### config.mk
export PLATFORM = sky130hd
export DESIGN_NAME = io_cmd_sequencer_flat
export DESIGN_NICKNAME = d
export VERILOG_FILES = /design/src/rtl/periphery_pkg.sv /design/src/rtl/io_cmd_sequencer_if.sv /design/src/rtl/io_payload_serializer.sv /design/src/rtl/io_cmd_sequencer.sv /design/src/flat_wrapper.sv
export SDC_FILE = /design/constraint.sdc
export NUM_CORES = 1
export LEC_CHECK = 0
export CORE_UTILIZATION = 48
export DETAILED_ROUTE_END_ITERATION = 10
export PLACE_DENSITY_LB_ADDON = 0.3
export SYNTH_ARGS = -nofsm -noshare
export SYNTH_HDL_FRONTEND = slang
export SYNTH_HIERARCHICAL = 1
export SYNTH_SLANG_ARGS = --single-unit
### constraint.sdc
create_clock -name clk -period 2.8 [get_ports clk]
set_clock_uncertainty 0.15 [all_clocks]
set_input_delay 0.7 -clock clk [delete_from_list [all_inputs] [get_ports clk]]
set_output_delay 0.7 -clock clk [all_outputs]
set_load 0.1 [all_outputs]
### src/rtl/periphery_pkg.sv
// periphery_pkg: definitions shared by the host-side IO command sequencer
// and the PRU IO decoder.
// Contents:
//   - default widths of the IO port: chunk bus, shift register, opcode, out word
//   - IO opcode encoding, the same one io_decode consumes
//   - cmd_op_t, the transaction-level command type
package periphery_pkg;

    localparam int INPUT_DATA_L  = 8;
    localparam int INPUT_REG_L   = 32;
    localparam int IO_OPCODE_L   = 3;
    localparam int OUTPUT_DATA_L = 32;

    localparam logic [IO_OPCODE_L-1:0] IO_NOP          = 3'd0;
    localparam logic [IO_OPCODE_L-1:0] IO_REG_SHIFT    = 3'd1;
    localparam logic [IO_OPCODE_L-1:0] IO_WR           = 3'd2;
    localparam logic [IO_OPCODE_L-1:0] IO_RD           = 3'd3;
    localparam logic [IO_OPCODE_L-1:0] IO_CONFIG_SHIFT = 3'd4;
    localparam logic [IO_OPCODE_L-1:0] IO_MONITOR      = 3'd5;

    typedef enum logic [1:0] {
        CMD_WRITE   = 2'd0,
        CMD_READ    = 2'd1,
        CMD_CONFIG  = 2'd2,
        CMD_MONITOR = 2'd3
    } cmd_op_t;

endpackage

### src/rtl/io_cmd_sequencer_if.sv
// io_cmd_sequencer_if: command and response channels of the IO command sequencer.
// Signals:
//   cmd_vld/cmd_rdy/cmd_op/cmd_payload : command channel (host -> sequencer)
//   rsp_vld/rsp_rdy/rsp_data           : response channel (sequencer -> host)
// Modports:
//   master : the host side, which drives the commands and accepts the responses
//   slave  : the sequencer side
interface io_cmd_sequencer_if
    import periphery_pkg::*;
#(
    parameter int INPUT_REG_L = periphery_pkg::INPUT_REG_L,
    parameter int OUT_L       = periphery_pkg::OUTPUT_DATA_L
);

    logic                   cmd_vld;
    logic                   cmd_rdy;
    cmd_op_t                cmd_op;
    logic [INPUT_REG_L-1:0] cmd_payload;
    logic                   rsp_vld;
    logic                   rsp_rdy;
    logic [OUT_L-1:0]       rsp_data;

    modport master (
        output cmd_vld, cmd_op, cmd_payload, rsp_rdy,
        input  cmd_rdy, rsp_vld, rsp_data
    );

    modport slave (
        input  cmd_vld, cmd_op, cmd_payload, rsp_rdy,
        output cmd_rdy, rsp_vld, rsp_data
    );

endinterface

### src/rtl/io_payload_serializer.sv
// io_payload_serializer: splits a payload word into INPUT_DATA_L chunks,
// most-significant chunk first.
// Ports:
//   clk, rst     : clock and synchronous active-low reset
//   load_i       : captures payload_i and restarts at beat 0
//   payload_i    : word to serialise
//   beat_i       : advances to the next chunk; it is ignored on the last beat
//   chunk_o      : chunk for the beat about to be driven. While load_i is high
//                  this is the first chunk of payload_i. Otherwise it is the
//                  chunk after the one currently being driven.
//   last_beat_o  : the beat currently being driven is beat N_BEATS-1
module io_payload_serializer #(
    parameter int INPUT_DATA_L = periphery_pkg::INPUT_DATA_L,
    parameter int INPUT_REG_L  = periphery_pkg::INPUT_REG_L
) (
    input  logic                    clk,
    input  logic                    rst,
    input  logic                    load_i,
    input  logic [INPUT_REG_L-1:0]  payload_i,
    input  logic                    beat_i,
    output logic [INPUT_DATA_L-1:0] chunk_o,
    output logic                    last_beat_o
);

    localparam int N_BEATS = INPUT_REG_L / INPUT_DATA_L;
    localparam int BEAT_W  = (N_BEATS > 1) ? $clog2(N_BEATS) : 1;

    // The register keeps only the chunks that have not yet been handed out.
    // Its top chunk is therefore always the next one to drive.
    logic [INPUT_REG_L-1:0] sreg_q, sreg_d;
    logic [BEAT_W-1:0]      beat_q, beat_d;

    assign last_beat_o = (beat_q == BEAT_W'(N_BEATS - 1));
    assign chunk_o     = load_i ? payload_i[INPUT_REG_L-1 -: INPUT_DATA_L]
                                : sreg_q[INPUT_REG_L-1 -: INPUT_DATA_L];

    // Next-state logic for the remaining-chunk register and the beat counter.
    always_comb begin
        sreg_d = sreg_q;
        beat_d = beat_q;
        if (load_i) begin
            sreg_d = payload_i << INPUT_DATA_L;
            beat_d = {BEAT_W{1'b0}};
        end else if (beat_i && !last_beat_o) begin
            sreg_d = sreg_q << INPUT_DATA_L;
            beat_d = beat_q + BEAT_W'(1);
        end else begin
            sreg_d = sreg_q;
            beat_d = beat_q;
        end
    end

    // State registers, with synchronous reset.
    always_ff @(posedge clk) begin
        if (!rst) begin
            sreg_q <= {INPUT_REG_L{1'b0}};
            beat_q <= {BEAT_W{1'b0}};
        end else begin
            sreg_q <= sreg_d;
            beat_q <= beat_d;
        end
    end

endmodule

### src/rtl/io_cmd_sequencer.sv
// io_cmd_sequencer: turns whole-word commands into the pin-level PRU IO
// protocol. Each command proceeds as follows:
//   1. The payload is shifted into the IO register chunk by chunk.
//   2. The IO opcode that matches the command is issued.
//   3. Except for WRITE, the PRU's out word is captured into a response.
// Ports:
//   clk, rst   : clock and synchronous active-low reset
//   cmd_bus    : command/response channels (slave modport)
//   io_in      : registered chunk bus to the PRU `in`
//   io_opcode  : registered opcode to the PRU `io_opcode`
//   io_out     : PRU `out`, captured for READ/CONFIG/MONITOR responses
//   busy       : high in every state except IDLE
module io_cmd_sequencer
    import periphery_pkg::*;
#(
    parameter int INPUT_DATA_L = periphery_pkg::INPUT_DATA_L,
    parameter int INPUT_REG_L  = periphery_pkg::INPUT_REG_L,
    parameter int IO_OPCODE_L  = periphery_pkg::IO_OPCODE_L,
    parameter int OUT_L        = periphery_pkg::OUTPUT_DATA_L,
    parameter int RD_LAT       = 2
) (
    input  logic                    clk,
    input  logic                    rst,
    io_cmd_sequencer_if.slave       cmd_bus,
    output logic [INPUT_DATA_L-1:0] io_in,
    output logic [IO_OPCODE_L-1:0]  io_opcode,
    input  logic [OUT_L-1:0]        io_out,
    output logic                    busy
);

    localparam int WAIT_W = (RD_LAT > 1) ? $clog2(RD_LAT) : 1;

    typedef enum logic [2:0] {
        ST_IDLE  = 3'd0,
        ST_SHIFT = 3'd1,
        ST_ISSUE = 3'd2,
        ST_WAIT  = 3'd3,
        ST_RESP  = 3'd4
    } io_seq_state_t;

    io_seq_state_t           state_q, state_d;
    cmd_op_t                 op_q, op_d;
    logic [WAIT_W-1:0]       wait_q, wait_d;
    logic [OUT_L-1:0]        rsp_data_q, rsp_data_d;
    logic [INPUT_DATA_L-1:0] io_in_q, io_in_d;
    logic [IO_OPCODE_L-1:0]  io_opcode_q, io_opcode_d;

    logic                    ser_load_s;
    logic                    ser_beat_s;
    logic [INPUT_DATA_L-1:0] ser_chunk_s;
    logic                    ser_last_s;

    io_payload_serializer #(
        .INPUT_DATA_L (INPUT_DATA_L),
        .INPUT_REG_L  (INPUT_REG_L)
    ) u_serializer (
        .clk         (clk),
        .rst         (rst),
        .load_i      (ser_load_s),
        .payload_i   (cmd_bus.cmd_payload),
        .beat_i      (ser_beat_s),
        .chunk_o     (ser_chunk_s),
        .last_beat_o (ser_last_s)
    );

    // Handshake flags and busy are decoded from the state register.
    assign cmd_bus.cmd_rdy  = (state_q == ST_IDLE);
    assign cmd_bus.rsp_vld  = (state_q == ST_RESP);
    assign cmd_bus.rsp_data = rsp_data_q;
    assign busy             = (state_q != ST_IDLE);
    assign io_in            = io_in_q;
    assign io_opcode        = io_opcode_q;

    // FSM next state. The io_* pins are computed one cycle ahead, so their
    // flops drive the value that belongs to the state being entered.
    always_comb begin
        state_d     = state_q;
        op_d        = op_q;
        wait_d      = wait_q;
        rsp_data_d  = rsp_data_q;
        io_in_d     = {INPUT_DATA_L{1'b0}};
        io_opcode_d = IO_OPCODE_L'(IO_NOP);
        ser_load_s  = 1'b0;
        ser_beat_s  = 1'b0;
        case (state_q)
            ST_IDLE: begin
                if (cmd_bus.cmd_vld) begin
                    op_d        = cmd_bus.cmd_op;
                    ser_load_s  = 1'b1;
                    state_d     = ST_SHIFT;
                    io_opcode_d = IO_OPCODE_L'(IO_REG_SHIFT);
                    io_in_d     = ser_chunk_s;
                end else begin
                    state_d = ST_IDLE;
                end
            end
            ST_SHIFT: begin
                if (ser_last_s) begin
                    state_d = ST_ISSUE;
                    // CONFIG leaves io_in at 0 while its opcode is issued.
                    case (op_q)
                        CMD_WRITE:   io_opcode_d = IO_OPCODE_L'(IO_WR);
                        CMD_READ:    io_opcode_d = IO_OPCODE_L'(IO_RD);
                        CMD_CONFIG:  io_opcode_d = IO_OPCODE_L'(IO_CONFIG_SHIFT);
                        CMD_MONITOR: io_opcode_d = IO_OPCODE_L'(IO_MONITOR);
                        default:     io_opcode_d = IO_OPCODE_L'(IO_NOP);
                    endcase
                end else begin
                    ser_beat_s  = 1'b1;
                    io_opcode_d = IO_OPCODE_L'(IO_REG_SHIFT);
                    io_in_d     = ser_chunk_s;
                end
            end
            ST_ISSUE: begin
                case (op_q)
                    CMD_WRITE: begin
                        state_d = ST_IDLE;
                    end
                    CMD_READ: begin
                        wait_d  = {WAIT_W{1'b0}};
                        state_d = ST_WAIT;
                    end
                    CMD_CONFIG, CMD_MONITOR: begin
                        rsp_data_d = io_out;
                        state_d    = ST_RESP;
                    end
                    default: begin
                        state_d = ST_IDLE;
                    end
                endcase
            end
            ST_WAIT: begin
                // The read data appears RD_LAT cycles after the IO_RD cycle.
                // That is the last of RD_LAT WAIT cycles.
                if (wait_q == WAIT_W'(RD_LAT - 1)) begin
                    rsp_data_d = io_out;
                    state_d    = ST_RESP;
                end else begin
                    wait_d = wait_q + WAIT_W'(1);
                end
            end
            ST_RESP: begin
                if (cmd_bus.rsp_rdy) begin
                    state_d = ST_IDLE;
                end else begin
                    state_d = ST_RESP;
                end
            end
            default: begin
                state_d = ST_IDLE;
            end
        endcase
    end

    // FSM state and registered outputs. A synchronous reset aborts any
    // command in flight.
    always_ff @(posedge clk) begin
        if (!rst) begin
            state_q     <= ST_IDLE;
            op_q        <= CMD_WRITE;
            wait_q      <= {WAIT_W{1'b0}};
            rsp_data_q  <= {OUT_L{1'b0}};
            io_in_q     <= {INPUT_DATA_L{1'b0}};
            io_opcode_q <= IO_OPCODE_L'(IO_NOP);
        end else begin
            state_q     <= state_d;
            op_q        <= op_d;
            wait_q      <= wait_d;
            rsp_data_q  <= rsp_data_d;
            io_in_q     <= io_in_d;
            io_opcode_q <= io_opcode_d;
        end
    end

endmodule
### src/flat_wrapper.sv
// flat-port wrapper written by rule: the top's interface ports become plain ports
module io_cmd_sequencer_flat import periphery_pkg::*;
#(
    parameter int INPUT_DATA_L = periphery_pkg::INPUT_DATA_L,
    parameter int INPUT_REG_L  = periphery_pkg::INPUT_REG_L,
    parameter int IO_OPCODE_L  = periphery_pkg::IO_OPCODE_L,
    parameter int OUT_L        = periphery_pkg::OUTPUT_DATA_L,
    parameter int RD_LAT       = 2
)
  (clk, rst, io_in, io_opcode, io_out, busy, cmd_bus_cmd_vld, cmd_bus_cmd_op, cmd_bus_cmd_payload, cmd_bus_rsp_rdy, cmd_bus_cmd_rdy, cmd_bus_rsp_vld, cmd_bus_rsp_data);
  io_cmd_sequencer_if #(.INPUT_REG_L(INPUT_REG_L), .OUT_L(OUT_L)) cmd_bus_i ();
  input  logic clk;
  input  logic rst;
  output logic [INPUT_DATA_L-1:0] io_in;
  output logic [IO_OPCODE_L-1:0] io_opcode;
  input  logic [OUT_L-1:0] io_out;
  output logic busy;
  input wire logic [$bits(cmd_bus_i.cmd_vld)-1:0] cmd_bus_cmd_vld;
  input wire logic [$bits(cmd_bus_i.cmd_op)-1:0] cmd_bus_cmd_op;
  input wire logic [$bits(cmd_bus_i.cmd_payload)-1:0] cmd_bus_cmd_payload;
  input wire logic [$bits(cmd_bus_i.rsp_rdy)-1:0] cmd_bus_rsp_rdy;
  output wire logic [$bits(cmd_bus_i.cmd_rdy)-1:0] cmd_bus_cmd_rdy;
  output wire logic [$bits(cmd_bus_i.rsp_vld)-1:0] cmd_bus_rsp_vld;
  output wire logic [$bits(cmd_bus_i.rsp_data)-1:0] cmd_bus_rsp_data;
  assign cmd_bus_i.cmd_vld = cmd_bus_cmd_vld;
  assign cmd_bus_i.cmd_op = cmd_bus_cmd_op;
  assign cmd_bus_i.cmd_payload = cmd_bus_cmd_payload;
  assign cmd_bus_i.rsp_rdy = cmd_bus_rsp_rdy;
  assign cmd_bus_cmd_rdy = cmd_bus_i.cmd_rdy;
  assign cmd_bus_rsp_vld = cmd_bus_i.rsp_vld;
  assign cmd_bus_rsp_data = cmd_bus_i.rsp_data;
  io_cmd_sequencer #(.INPUT_DATA_L(INPUT_DATA_L), .INPUT_REG_L(INPUT_REG_L), .IO_OPCODE_L(IO_OPCODE_L), .OUT_L(OUT_L), .RD_LAT(RD_LAT)) u_core (.clk(clk), .rst(rst), .cmd_bus(cmd_bus_i), .io_in(io_in), .io_opcode(io_opcode), .io_out(io_out), .busy(busy));
endmodule
* Word level (Yosys, flattened, before mapping) *
Cells that the tools add are included.

word-level totals
  flip-flop bits (word level) = 75
  input bits = 70
  output and inout bits = 46
  logic and storage cells = 61

cells by class
  $add $sub $neg = 2
  eq/ne operators = 12
  muxes and demuxes = 25
  bitwise logic cells = 1
  reductions and logical operators = 13

operators by type and width
  operator                                               number
  two-way mux 32 bit                                     4
  one-hot mux 32 bit (2 select lines)                    1
  two-way mux 8 bit                                      3
  one-hot mux 8 bit (2 select lines)                     1
  one-hot mux 3 bit (5 select lines)                     1
  two-way mux 3 bit                                      4
  one-hot mux 3 bit (4 select lines)                     1
  one-hot mux 3 bit (3 select lines)                     1
  two-way mux 1 bit                                      7
  == test 2 bit, second input constant                   3
  == test 3 x 2 -> 1 bit, second input constant          2
  inequality test 2 x 1 -> 1 bit, second input constant  3
  one-hot mux 3 bit (2 select lines)                     1
  AND reduction 2 bit                                    3
  nonzero test 2 bit                                     2
  OR reduction 2 bit                                     2
  == test 3 x 1 -> 1 bit, second input constant          1
  == test 3 bit, second input constant                   1
  zero test 3 bit                                        1
  AND reduction 3 bit                                    1
  nonzero test 3 bit                                     1
  adder 2 x 1 -> 2 bit, second input constant            1
  == test 2 x 1 -> 1 bit, second input constant          1
  zero test 2 bit                                        1
  6 further kinds                                        6

* Longest topological paths before layout *
Gate-level depths: netlist of run 1.

  depth after elaboration = 6
  gate-level depth with buffers = 8
  depth with buffers taken out = 5

* Cells and area by module *
The synthesis of run 1 kept the hierarchy.

modules (own cells, without submodules)
  module                 times used  cells each  area an instance (um^2)  seq. area each (um^2)
  io_cmd_sequencer       1           212         1975.6                   980.9
  io_payload_serializer  1           145         1176.1                   520.5

* Worst setup path before layout of run 1 *
Ideal clock, no wire load.

  path kind = reg-to-output
  start point = register u_core.state_q[1]
  end point = output port cmd_bus_rsp_vld
  arrival time = 2.714 ns
  data required time = 1.950 ns
  path slack = -0.764 ns
  stages on the path, launching flop included = 3
  buffers on the path = 1
  cells stage by stage = dfxtp_1 -> buf_2 -> nor3b_1

on the way
  word-level cells in the longest chain between the ends = 1

RTL lines
  item                      line                     source
  start: declaration        io_cmd_sequencer.sv:41   io_seq_state_t state_q, state_d;
  start signal: assignment  io_cmd_sequencer.sv:166  state_q <= state_d;
  == test 3 bit             io_cmd_sequencer.sv:68   assign cmd_bus.rsp_vld = (state_q == ST_RESP);
  end: declaration          flat_wrapper.sv:23       output wire logic [$bits(cmd_bus_i.rsp_vld)-1:0] cmd_bus_rsp_vld;

Every way passes these cells.

* Worst setup path in the final report of run 1 *
  start point = register u_core.state_q[1]
  end point = output port cmd_bus_cmd_rdy

on the way
  word-level cells in the longest chain between the ends = 1

RTL lines
  item              line                    source
  zero test 3 bit   io_cmd_sequencer.sv:67  assign cmd_bus.cmd_rdy = (state_q == ST_IDLE);
  end: declaration  flat_wrapper.sv:22      output wire logic [$bits(cmd_bus_i.cmd_rdy)-1:0] cmd_bus_cmd_rdy;

Every way passes these cells.

==> impl_metrics.yaml, run 1 <==
placement:
  place_area_um2: 4190
  hpwl_um: 4900
  gp_congestion: 0.807
  port_buffers: 115
detailed_routing:
  wl_per_cell_um: 13.2
  first_iter_violations: 93
  viasPerCell: 5.06
  routed_wl_um: 7140
  vias: 2743
  ant_nets: 0
  drcViolationCount: 0
  dr.pass1.iters: 4
clock_tree:
  hold_buffers: 0
  clk_path_buf_depth: 2
  cts_resized: 0
  cts_tree: "done"
  cts-root-buf: "clkbuf_8"
  clk_pin_slew_worst_paths_ns: 0.07
  cts_num_sinks: 75
  post_cts_buffers: 0
  cts_buffers: 9
  htreeDepth: 3
  clock_latency_ns: 0.34
floorplan:
  core_area_um2: 6350
  dieArea_um2: 6890
  io_pins: 116
  die_w_um: 83.0
  chipHeight_um: 83.0
  initial_utilization_pct: 49.6
  std_cell_rows: 29
synthesis:
  synth_compound_area_share_pct: 9.77
  synth_top_family_by_area: "simple AND/OR/NAND/NOR gates"
  mappedNetlistArea_um2: 3150
  synth.yosys.seq_area_share_pct: 47.6
  syn_nets: 428
  synth-simple-area-share_pct: 22.5
  yosys_warnings: 6
  synth_adder_area_share_pct: 0.397
  synth_seq_cells: 75
  yosysUniqueCellTypes: 34
  synth_xor_area_share_pct: 0.278
  avgSynthCellArea_um2: 8.83
  postSynthCellCount: 357
  synth_mux_area_share_pct: 14.0
timing:
  slew_headroom_pct: 43.3
  fin_crit_sh_pct: 85.1
  period_needed_ns: 2.38
  hold_violations: 0
  fin_setup_tns_ns: 0
  rsz0062_at_grt: "no"
  slew_violations: 0
  fmax_mhz: 420
  setup_viol: 0
  worst_pin_slew_ns: 0.851
power:
  seqPwrFrac_pct: 47.5
  power.density_nw_per_um2: 537
  leakage_nw: 1.73
  p_int_w: 0.00178
  combPwrFrac_pct: 14.5
  clock_power_share_pct: 38.0
  swShare_pct: 24.7
  p_sw_w: 0.000586
  ir_drop_v: 0.000349
cells_and_area:
  final_util_pct: 69.4
  final_common_cell: "nand2_1"
  fin_nets: 532
  antenna_cells: 0
  area_growth_pct: 39.9
  fillers: 527
  postLayoutCellArea_um2: 4410
  multi_input_comb_area_um2: 1490
  final_cell_mix: "nand2_1, dfxtp_1, clkdlybuf4s50_1"
  regArea_um2: 1500
  drive_gt1_share_pct: 17.8
grt:
  track_usage_pct: 21.4
  grt_pass1_wl_um: 11900
  antenna_found_initial: 0
  grt_max_degree: 98
  grt_pass1_vias: 2521
  grt_overflow_total: 0
critical_path:
  cp-start-kind: "flip-flop"
  cp_max_fo: 12
  crit_path_end_kind: "primary output"
  critPathKind: "flip-flop to primary output"
  required_ns: 1.95
  r2r_slack_ns: 0.71
  cp.arrival_ns: 1.53
run_status:
  status: "finished, final reports clean"
job:
  cap_violations: 0
hold_path:
  holdCritPathClass: "flip-flop to flip-flop"
cell families after synthesis:
logic type | count (synthesis)
buffers and inverters | 30
xor gates and xnor gates | 1
and+or+nand+nor | 156
AOI/OAI and AO/OA | 51
adders and majority gates | 1
DFF | 75
muxes | 43
flip-flops by register name, summed over array words and instances, names as in the netlist:
name,count
u_core/wait_q,1
u_core/cmd_bus.rsp_data,32
u_core/u_serializer/beat_q,2
u_core/state_q,3
u_core/io_opcode,3
u_core/u_serializer/sreg_q,24
u_core/io_in,8
u_core/op_q,2
layer usage:
metal / part of all wire (%) / routed length (um) / global-route usage [%]
met1: 44 / 3130 / 27.4
met2: 49 / 3490 / 34.5
met3: 6.0 / 425 / 5.57
met4: 1.4 / 97 / 8.31
met5: 0 / 0 / 0
power by group through the flow:
stage	registers [W]	logic (W)	clock network, W
global placement	0.00115	0.000340	0
global route	0.00113	0.000374	0.000971
finish	0.00113	0.000345	0.000899
floorplan	0.00120	0.000155	0
detailed placement	0.00115	0.000344	0
CTS	0.00112	0.000346	0.000919
critical path, stage by stage (launching register included):
cell and delay, ns:
dfxtp_1 0.46, or3_1 0.47, inv_2 0.09, buf_12 0.17
per-stage QoR:
stage                     worst slack [ns]  hold slack, ns  std cells  total power [W]
after floorplan                     0.0254           0.287        357          0.00135
after global placement               0.250           0.293        527          0.00149
after detailed placement             0.192           0.303        527          0.00149
after CTS                            0.396           0.313        542          0.00239
after global routing                 0.349           0.328        542          0.00247
final                                0.419           0.308        542          0.00237
synthesized netlist by cell type:
cell        n  area, um2
clkbuf_1    6       22.5
nor2_2      1       6.26
mux2_2      8       90.1
a31oi_1    16        100
a21boi_1    8       60.1
nand3_1    11       55.1
buf_6       2       22.5
nor4b_1     1       8.76
o221a_1     1       11.3
a31o_1      1       8.76
nor2_1      7       26.3
buf_2      12       60.1
dfxtp_1    75       1500
a21oi_1     4       20.0
or3b_4      1       11.3
mux2i_1    35        350
a21boi_0    1       7.51
ha_1        1       12.5
nand2b_1    4       25.0
nand2_1   111        417
nor3b_1     1       7.51
o21ai_0    12       60.1
and2_1      8       50.1
or3b_1      1       8.76
nor4b_4     1       23.8
nor3b_4     1       18.8
inv_2       2       7.51
or3_1       1       6.26
o21ai_1     8       40.0
nor2b_1     5       31.3
xnor2_1     1       8.76
or2b_1      1       7.51
nor3_1      1       5.00
buf_4       8       60.1
final timing paths:
kind	cells past startpoint	endpoint	startpoint
max	3	cmd_bus_cmd_rdy	u_core/state_q[1]
min	2	u_core/cmd_bus.rsp_data[26]	u_core/cmd_bus.rsp_data[26]
max reg2reg	6	u_core/u_serializer/sreg_q[17]	u_core/u_serializer/beat_q[0]
min reg2reg	2	u_core/cmd_bus.rsp_data[26]	u_core/cmd_bus.rsp_data[26]
final cells by class:
type                       instances  area share [%]
clock buffer                      10            3.12
tap                               77            2.19
multi-input combinational        252            33.7
inverter                           2           0.170
timing repair buffer             121            25.0
sequential                        75            34.1
clock inverter                     5            1.76
No activity file was read; power rests on OpenSTA's default activity.
==> run 2: changes to the inputs <==
--- a/config.mk
+++ b/config.mk
@@ -5,8 +5,10 @@
 export SDC_FILE = /design/constraint.sdc
 export NUM_CORES = 1
 export LEC_CHECK = 0
-export CORE_UTILIZATION = 48
+export CORE_MARGIN = 5
+export CORE_UTILIZATION = 65
 export DETAILED_ROUTE_END_ITERATION = 10
+export DONT_BUFFER_PORTS = 1
 export PLACE_DENSITY_LB_ADDON = 0.3
 export SYNTH_ARGS = -nofsm -noshare
 export SYNTH_HDL_FRONTEND = slang
==> impl_metrics.yaml, run 2 (same netlist as run 1, synthesis figures left out) <==
detailed_routing:
  dr.pass1.iters: 4
  first_iter_violations: 107
  ant_nets: 0
  drcViolationCount: 0
  wl_per_cell_um: 15.0
  routed_wl_um: 6900
  vias: 2504
  viasPerCell: 5.43
power:
  seqPwrFrac_pct: 46.5
  combPwrFrac_pct: 9.1
  swShare_pct: 22.6
  p_int_w: 0.00188
  leakage_nw: 1.46
  clock_power_share_pct: 44.4
  p_sw_w: 0.000547
  power.density_nw_per_um2: 651
  ir_drop_v: 0.000414
  total_power_w: 0.00242
critical_path:
  slowest_stage: "dfxtp_1"
  worstPathCellList: "or3_1 -> inv_2 -> buf_4"
  required_ns: 1.95
  cpPeakStageDelay_ns: 0.51
  crit_family: "flip-flops"
  r2r_slack_ns: 0.50
  critPathKind: "flip-flop to primary output"
  crit_cells: 3
  r2r_start: "u_core/state_q[0]"
  cp-start-kind: "flip-flop"
  cp_max_fo: 15
  timing.rr.end: "u_core/u_serializer/sreg_q[26]"
  path_buf_inv: 2
  cp.arrival_ns: 1.65
  crit_path_end_kind: "primary output"
  rr_worst_depth: 4
placement:
  place_ws_ns: 0.579
  port_buffers: 0
  gp_congestion: 0.772
  hpwl_um: 4730
  place_area_um2: 3460
grt:
  grt_max_degree: 99
  grtUsageMet2_pct: 34.2
  met3_usage_pct: 7.22
  top_usage_layer: "met2"
  grt_pass1_wl_um: 11000
  use_met1_pct: 27.3
  track_usage_pct: 22.0
  grt_pass1_vias: 2383
  grt_overflow_total: 0
  antenna_found_initial: 0
clock_tree:
  hold_buffers: 0
  clk_pin_slew_worst_paths_ns: 0.07
  htreeDepth: 3
  cts_tree: "done"
  post_cts_buffers: 0
  cts-root-buf: "clkbuf_8"
  cts_resized: 0
  clock_latency_ns: 0.33
  clk_path_buf_depth: 2
  cts_buffers: 9
  cts_num_sinks: 75
cells_and_area:
  final_cell_mix: "nand2_1, dfxtp_1, buf_4"
  fillers: 341
  final_common_cell: "nand2_1"
  area_growth_pct: 18.2
  fin_nets: 461
  drive_gt1_share_pct: 20.3
  largest_reg_flops: 32
  antenna_cells: 0
  postLayoutCellArea_um2: 3720
timing:
  slew_headroom_pct: 40.0
  worst_pin_slew_ns: 0.901
  rsz0062_at_grt: "no"
  setup_viol: 0
  hold-worst-slack_ns: 0.314
  period_needed_ns: 2.50
  fmax_mhz: 399
  slew_violations: 0
  fin_setup_tns_ns: 0
  setup_slack_ns: 0.296
  fin_crit_sh_pct: 89.4
  hold_violations: 0
floorplan:
  core_area_um2: 4720
  die_w_um: 79.6
  std_cell_rows: 25
  dieArea_um2: 6340
  chipHeight_um: 79.6
  io_pins: 116
  initial_utilization_pct: 66.7
hold_path:
  holdCritPathClass: "flip-flop to flip-flop"
  hold_start: "u_core/cmd_bus.rsp_data[31]"
  min_to: "u_core/cmd_bus.rsp_data[31]"
  hold_depth: 2
job:
  cap_violations: 0
run_status:
  status: "finished, final reports clean"
-- run 2: power groups by stage --
stage	clock [W]	combinational (W)	sequential (W)
floorplan	0	0.000155	0.00120
global placement	0	0.000213	0.00115
detailed placement	0	0.000220	0.00115
CTS	0.00109	0.000221	0.00113
global route	0.00115	0.000239	0.00113
finish	0.00107	0.000220	0.00113
-- run 2: worst max-delay path by stage --
stage / endpoint / slack, ns / startpoint
floorplan: cmd_bus_cmd_rdy / 0.03 / u_core/state_q[0]
global placement: u_core/u_serializer/sreg_q[31] / 0.61 / u_core/state_q[0]
detailed placement: u_core/u_serializer/sreg_q[17] / 0.58 / u_core/state_q[0]
CTS: cmd_bus_cmd_rdy / 0.29 / u_core/state_q[0]
global route: cmd_bus_cmd_rdy / 0.20 / u_core/state_q[0]
finish: cmd_bus_cmd_rdy / 0.30 / u_core/state_q[0]
-- run 2: final cells by class --
cell class	instances	area, um2	area share [%]
Timing Repair Buffer	50	375	10.1
Tap cell	67	83.8	2.25
Multi-Input combinational cell	252	1490	40.1
Sequential cell	75	1500	40.3
Inverter	2	7.51	0.202
Clock inverter	5	125	3.36
Clock buffer	10	138	3.69
-- run 2: per-stage QoR --
stage / util (%) / cells
after floorplan: - / 357
after global placement: 73.3 / 446
after detailed placement: 73.3 / 446
after CTS: 78.9 / 461
after global routing: 78.9 / 461
final: 78.9 / 461
-- run 2: worst reg2reg max path, cell delays in order, from the launching register on --
cell      delay [ns]
dfxtp_1         0.72
nor4b_1         0.37
nand2b_1        0.56
nand2_1         0.25
a31oi_1         0.11
-- run 2: layer usage --
| layer | routed length [um] | vias up | share of wire, % |
|---|---|---|---|
| met4 | 83 | 0 | 1.2 |
| met1 | 2820 | 1163 | 41 |
| met2 | 3390 | 81 | 49 |
| met5 | 0 | - | 0 |
| met3 | 597 | 8 | 8.7 |
| li1 | - | 1252 | - |
==> run 3: changes to the inputs <==
--- a/config.mk
+++ b/config.mk
@@ -9,6 +9,7 @@
 export CORE_UTILIZATION = 65
 export DETAILED_ROUTE_END_ITERATION = 10
 export DONT_BUFFER_PORTS = 1
+export GPL_ROUTABILITY_DRIVEN = 0
 export PLACE_DENSITY_LB_ADDON = 0.3
 export SYNTH_ARGS = -nofsm -noshare
 export SYNTH_HDL_FRONTEND = slang
==> results of run 3 <==
Final layout, timing and power as in run 2 (identical DEF).
